<file path="src/rtl/cfg_write_arbiter.sv">
// rtl/cfg_write_arbiter.sv - two-requester round-robin write arbiter for the PWM/output config bank
//
// Purpose:
//   Owns the five-register PWM/output configuration bank. Writes from the SPI
//   decoder (A) and the sequencer/loader (B) are arbitrated round-robin and
//   land in a shadow bank. The shadow is promoted to the active outputs either
//   on the same edge (commit_mode=0) or at the next PWM period boundary
//   (commit_mode=1), so the PWM generator never sees a mid-period change.
//
// Ports:
//   clk, rst                 clock, synchronous active-high reset
//   a_valid/a_addr/a_data    requester A write request
//   a_ready                  requester A write accepted this cycle
//   b_valid/b_addr/b_data    requester B write request
//   b_ready                  requester B write accepted this cycle
//   commit_mode              0 = immediate commit, 1 = commit at period boundary
//   pwm_period_start         one-cycle pulse at PWM counter wrap
//   en_reg_out_7_0 ..        active registers 0..4
//   pwm_duty_cycle
//   commit_pending           shadow differs from active
//   addr_err                 pulse: an accepted write addressed a missing register

module cfg_write_arbiter #(
  parameter int ADDR_W   = 7,
  parameter int DATA_W   = 8,
  parameter int NUM_REGS = 5
) (
  input  logic              clk,
  input  logic              rst,
  input  logic              a_valid,
  input  logic [ADDR_W-1:0] a_addr,
  input  logic [DATA_W-1:0] a_data,
  output logic              a_ready,
  input  logic              b_valid,
  input  logic [ADDR_W-1:0] b_addr,
  input  logic [DATA_W-1:0] b_data,
  output logic              b_ready,
  input  logic              commit_mode,
  input  logic              pwm_period_start,
  output logic [DATA_W-1:0] en_reg_out_7_0,
  output logic [DATA_W-1:0] en_reg_out_15_8,
  output logic [DATA_W-1:0] en_reg_pwm_7_0,
  output logic [DATA_W-1:0] en_reg_pwm_15_8,
  output logic [DATA_W-1:0] pwm_duty_cycle,
  output logic              commit_pending,
  output logic              addr_err
);

  typedef enum logic {
    ST_CLEAN = 1'b0,
    ST_DIRTY = 1'b1
  } state_t;

  state_t              r_state;
  state_t              w_state_nxt;
  logic                r_last_grant_b;
  logic                r_addr_err;
  logic [DATA_W-1:0]   r_shadow [NUM_REGS];
  logic [DATA_W-1:0]   r_active [NUM_REGS];

  logic                w_grant_a;
  logic                w_grant_b;
  logic                w_accept;
  logic [ADDR_W-1:0]   w_addr;
  logic [DATA_W-1:0]   w_data;
  logic                w_addr_ok;
  logic                w_wr;
  logic                w_copy;
  logic [NUM_REGS-1:0] w_sel;

  // A wins when alone or when B had the last grant; B takes whatever A does not.
  always_comb begin
    w_grant_a = a_valid && (!b_valid || r_last_grant_b);
    w_grant_b = b_valid && !w_grant_a;
  end

  assign a_ready   = w_grant_a;
  assign b_ready   = w_grant_b;
  assign w_accept  = w_grant_a || w_grant_b;
  assign w_addr    = w_grant_b ? b_addr : a_addr;
  assign w_data    = w_grant_b ? b_data : a_data;
  assign w_addr_ok = (w_addr < ADDR_W'(NUM_REGS));
  assign w_wr      = w_accept && w_addr_ok;

  // Promotion happens from DIRTY either at the period boundary or as soon as
  // immediate mode is re-selected; the copy always sees pre-edge shadow values.
  assign w_copy = (r_state == ST_DIRTY) && (!commit_mode || pwm_period_start);

  always_comb begin
    w_sel = '0;
    for (int i = 0; i < NUM_REGS; i++) begin
      w_sel[i] = w_wr && (w_addr == ADDR_W'(i));
    end
  end

  always_ff @(posedge clk) begin
    if (rst) begin
      r_state <= ST_CLEAN;
    end else begin
      r_state <= w_state_nxt;
    end
  end

  // A write accepted with the pulse leaves fresh shadow data, so DIRTY wins.
  always_comb begin
    w_state_nxt = r_state;
    if (!commit_mode) begin
      w_state_nxt = ST_CLEAN;
    end else if (w_wr) begin
      w_state_nxt = ST_DIRTY;
    end else if (pwm_period_start) begin
      w_state_nxt = ST_CLEAN;
    end
  end

  always_ff @(posedge clk) begin
    if (rst) begin
      r_last_grant_b <= 1'b1;
      r_addr_err     <= 1'b0;
      for (int i = 0; i < NUM_REGS; i++) begin
        r_shadow[i] <= '0;
        r_active[i] <= '0;
      end
    end else begin
      r_addr_err <= w_accept && !w_addr_ok;
      if (w_accept) begin
        r_last_grant_b <= w_grant_b;
      end
      for (int i = 0; i < NUM_REGS; i++) begin
        if (w_sel[i]) begin
          r_shadow[i] <= w_data;
        end
        // An immediate-mode write overrides the bulk copy for its own register.
        if (w_sel[i] && !commit_mode) begin
          r_active[i] <= w_data;
        end else if (w_copy) begin
          r_active[i] <= r_shadow[i];
        end
      end
    end
  end

  assign en_reg_out_7_0  = r_active[0];
  assign en_reg_out_15_8 = r_active[1];
  assign en_reg_pwm_7_0  = r_active[2];
  assign en_reg_pwm_15_8 = r_active[3];
  assign pwm_duty_cycle  = r_active[4];
  assign commit_pending  = (r_state == ST_DIRTY);
  assign addr_err        = r_addr_err;

endmodule

</file>
<file path="config.mk">
export PLATFORM = sky130hd
export DESIGN_NAME = cfg_write_arbiter
export DESIGN_NICKNAME = d
export VERILOG_FILES = /design/src/rtl/cfg_write_arbiter.sv
export SDC_FILE = /design/constraint.sdc
export NUM_CORES = 1
export LEC_CHECK = 0
export ABC_CLOCK_PERIOD_IN_PS = 3700
export CORE_MARGIN = 1.5
export CORE_UTILIZATION = 40
export CTS_BUF_LIST = sky130_fd_sc_hd__clkbuf_4
export CTS_CLUSTER_DIAMETER = 50
export CTS_CLUSTER_SIZE = 25
export DETAILED_ROUTE_END_ITERATION = 12
export PLACE_DENSITY = 0.65
export SLEW_MARGIN = 20
export SYNTH_ARGS = -nofsm -noshare
export SYNTH_HDL_FRONTEND = slang
export SYNTH_SLANG_ARGS = --single-unit
</file>
<file path="constraint.sdc">
create_clock -name clk -period 3.7 [get_ports clk]
set_input_delay 0.74 -clock clk [delete_from_list [all_inputs] [get_ports clk]]
set_output_delay 0.74 -clock clk [all_outputs]
set_load 0.05 [all_outputs]
</file>
Yosys cells after proc, flatten, opt, wreduce, memory -nomap -nowiden
Memories as Yosys holds them, arrays and structs flattened. Index checks and enable logic that the tools add are counted.

Memories kept: 2. Word-level logic and storage cells: 118. Input port bits: 36. Latch bits: 0. Output and inout bits: 44. Bits in registers: 3. RAM bits: 80. Bits in read-only memories: 0.

Add/sub/neg operators: 0. Equal/unequal tests: 4. Multiply operators: 0. Div/mod/pow operators: 0. Multiplexer cells: 67. Order comparisons: 1. Shift-type cells: 0. Bitwise logic cells: 16. Reductions and logical operators: 25.

Memories: r_active (words 5, width 8, rd ports 5, clocked after Yosys merged registers in 0, wr ports 5, line 59) `logic [DATA_W-1:0] r_active [NUM_REGS];`; r_shadow (words 5, width 8, rd ports 5, clocked after Yosys merged registers in 0, wr ports 5, line 58) `logic [DATA_W-1:0] r_shadow [NUM_REGS];`.

Operators with widths (number): $mux W8 (16); $mux W1 (50); $logic_and A1 B1 Y1 (15); $or A1 B1 Y1 (15); $eq A7 B2 Y1 const B (2); $eq A7 B1 Y1 const B (1); $eq A7 B3 Y1 const B (1); $logic_not A7 Y1 (1); $lt A7 B3 Y1 const B (1); $mux W7 (1); $logic_not A1 Y1 (4); $logic_or A1 B1 Y1 (3); $reduce_bool A2 Y1 (1); $reduce_or A2 Y1 (1); $not A1 Y1 (1).

Longest topological paths before layout
Depth in word-level cells: 15. Mapped depth: 8. Mapped depth without buffers: 6.

Worst setup path after synthesis
OpenSTA, ideal clock, no wires.

Path kind: in2reg. Start point: input b_addr[6]. End point: memory r_active[2][3], data pin. Library setup time: 0.267 ns. Stages on the path: 5. Buffers on the path: 0. Required time: 3.433 ns. Setup slack: 0.729 ns. Data arrival time: 2.704 ns. Path through: or4_4 > or4_4 > a2111oi_4 > mux2i_1 > o22ai_1.

RTL lines: from (decl) (line 35) `input logic [ADDR_W-1:0] b_addr,`; to (decl) (line 59).

==> impl_metrics.tcl <==
set metrics [dict create \
    status "finished, final reports clean" \
    cts_max_path_buffers 2 \
    total_power_mw 1.88 \
    htree_levels 3 \
    vias 2644 \
    cp_data_required_time_ns 3.95 \
    synth_top_area_cell "edfxtp_1" \
    hold_ws_ns 0.549 \
    cts.sinks 83 \
    hold_class "reg -> reg" \
    power_density_mw_per_mm2 384 \
    rows 35 \
    yosys-top-cells-count "edfxtp_1, mux2i_1, nand2_1" \
    maxCapViolations 0 \
    ys_types 43 \
    die-area_mm2 0.0100 \
    critical_path.startpoint_type "input pin" \
    cts_tree "done" \
    viasPerCell 5.45 \
    cp_top_family "compound AO/OA/AOI/OAI gates" \
    nFillCells 794 \
    slew_headroom_pct 36.5 \
    ir_drop_mv 0.139 \
    synth_area_per_cell_um2 13.6 \
    finalMaxSlewViolations 0 \
    p_leak_nw 1.80 \
    wl_um 8650 \
    seqPwrFrac_pct 57.2 \
    swShare_pct 26.4 \
    cp_num_buf_inv 3 \
    yosys_most_used_dff "edfxtp_1" \
    fin_skew_ns 0.0211 \
    layout.area.seq_mm2 0.00246 \
    cts_resized 0 \
    ys_warn_count 0 \
    core_area_mm2 0.00920 \
    clk_latency_ns 0.41 \
    grt-ovfl-total 0 \
    grt_pass1_wl_um 13400 \
    finalSetupTns_ns 0 \
    grt_pass1_vias 2549 \
    grt_antenna_before_repair 0 \
    dp_hpwl_um 6530 \
    synth_top_area_share_pct 63.6 \
    drc_errors 0 \
    drt_iter0_drc 142 \
    tightest_slew_ns 0.948 \
    grt_max_degree 32 \
    postSynth.asyncResetShare_pct 0 \
    power.switching_mw 0.495 \
    cts_setup_buffers 0 \
    cts_hold_buffers 0 \
    synth_cells 278 \
    clockPowerShare_pct 29.0 \
    pwr-share-comb_pct 13.8 \
    hold_viol_final 0 \
    cts_buffers 9 \
    die_width_um 100 \
    firstDrtPassIters 4 \
    crit_fanout 11 \
    clkTransAtPathRegs_ns 0.15 \
    dieHeight_um 100 \
    synth_edf_count 80 \
    avgRoutedWirePerCell_um 17.8 \
    portBuffers 79 \
    n_antenna_cell 0 \
    seq_area_frac_synth_pct 65.2 \
    ys_ff_latch 83 \
    power.internal_mw 1.38 \
    grt_usage_pct 17.9 \
    postRouteAntennaNets 0 \
    fmax_ghz 0.321 \
    syn_nets 314 \
    yosys.cell_count.top_type "edfxtp_1" \
    min_period_ns 3.12 \
    ios 80 \
    path_cells "clkdlybuf4s50_1, a21bo_4, clkinv_1, a32oi_1, buf_4, nor2_1, a31oi_1, o2bb2ai_1" \
    root_buffer "clkbuf_4" \
    netlist_area_mm2 0.00378 \
    drive_gt1_share_pct 10.4 \
    cpPeakStageDelay_ns 0.72 \
    setup_viol 0 \
    start_util_pct 41.1 \
    syn2layout_area_growth_pct 29.1 \
    cp.arrival_ns 3.36 \
    finalCritPeriodShare_pct 84.3 \
    path_class "in -> reg" \
    multi_input_area_mm2 0.00123 \
    yosys-top-cells-area "edfxtp_1, mux2i_1, nand2_1, o21ai_0, a22o_1" \
    gp_congestion 0.915 \
    rsz0062_at_grt "no" \
    cpMaxStageDelayCell "a31oi_1" \
    final_nets 405 \
    worstSetupEndpointType "register" \
]
-- sequential cells by signal, summed over array words and instances (netlist names) --
name and count:
r_active 40, r_shadow 40, addr_err 1, commit_pending 1, r_last_grant_b 1
-- final cells by class --
cell class              count  share of cell area (%)
clock buffers              10                    1.54
clock inverters             6                    1.51
inverters                   4                   0.308
multi-input cells         179                    25.2
flip-flops and latches     83                    50.5
well taps                 111                    2.85
repair buffers             92                    18.2
-- worst register-to-register path, cell delays in order (launching register included) --
cell	delay, ns
dfxtp_1	0.40
a21bo_4	0.21
clkinv_1	0.27
a32oi_1	0.26
buf_4	0.24
nor2_1	0.14
a31oi_1	0.72
o2bb2ai_1	0.20
-- cell families after synthesis --
family / after synthesis / share of synthesized area [%]
compound gates: 66 / 13.0
flops: 83 / 65.2
buf+inv: 16 / 2.32
mux: 35 / 9.30
simple gates: 78 / 10.2
-- cells in the final DEF, fill, tap and decap left out, drive strengths merged, types with 6 or more instances in the layout --
| cell type | count |
|---|---|
| a22o | 9 |
| nor2 | 16 |
| clkbuf | 10 |
| nand3 | 9 |
| o21ai | 27 |
| mux2i | 34 |
| nand2b | 6 |
| o2bb2ai | 8 |
| buf | 14 |
| clkdlybuf4s50 | 78 |
| nand2 | 31 |
| edfxtp | 80 |
-- metal layers --
metal	GRT usage, %	routed length [um]	up-vias
li1	-	-	1262
met1	23.3	3720	1267
met2	29.9	4220	107
met3	2.86	565	8
met4	7.58	141	0
met5	0	0	-
-- path summary, 6_finish.rpt --
path	startpoint	endpoint	slack, ns	depth (start not counted)
setup / recovery	a_valid	r_active[1][3]	0.58	8
hold / removal	r_shadow[0][13]	r_active[1][5]	0.55	1
setup reg to reg	r_last_grant_b	r_active[1][3]	1.11	7
hold reg to reg	r_shadow[0][13]	r_active[1][5]	0.55	1
-- through the flow --
step	instance area, um2	setup WS [ns]	cells	util, %
2_1_floorplan	3780	0.729	278	-
5_1_grt	4880	0.483	485	53.1
6_report	4880	0.582	485	53.1
3_5_place_dp	4730	0.252	469	51.4
4_1_cts	4880	0.666	485	53.1
3_3_place_gp	4730	0.357	469	51.4
-- power by group through the flow --
stage | clock (mW) | combinational, mW | sequential, mW
2_1_floorplan | 0 | 0.0882 | 1.15
3_3_place_gp | 0 | 0.255 | 1.09
3_5_place_dp | 0 | 0.259 | 1.09
4_1_cts | 0.561 | 0.260 | 1.07
5_1_grt | 0.594 | 0.275 | 1.08
6_report | 0.544 | 0.260 | 1.07
No activity file was read; power rests on OpenSTA's default activity.
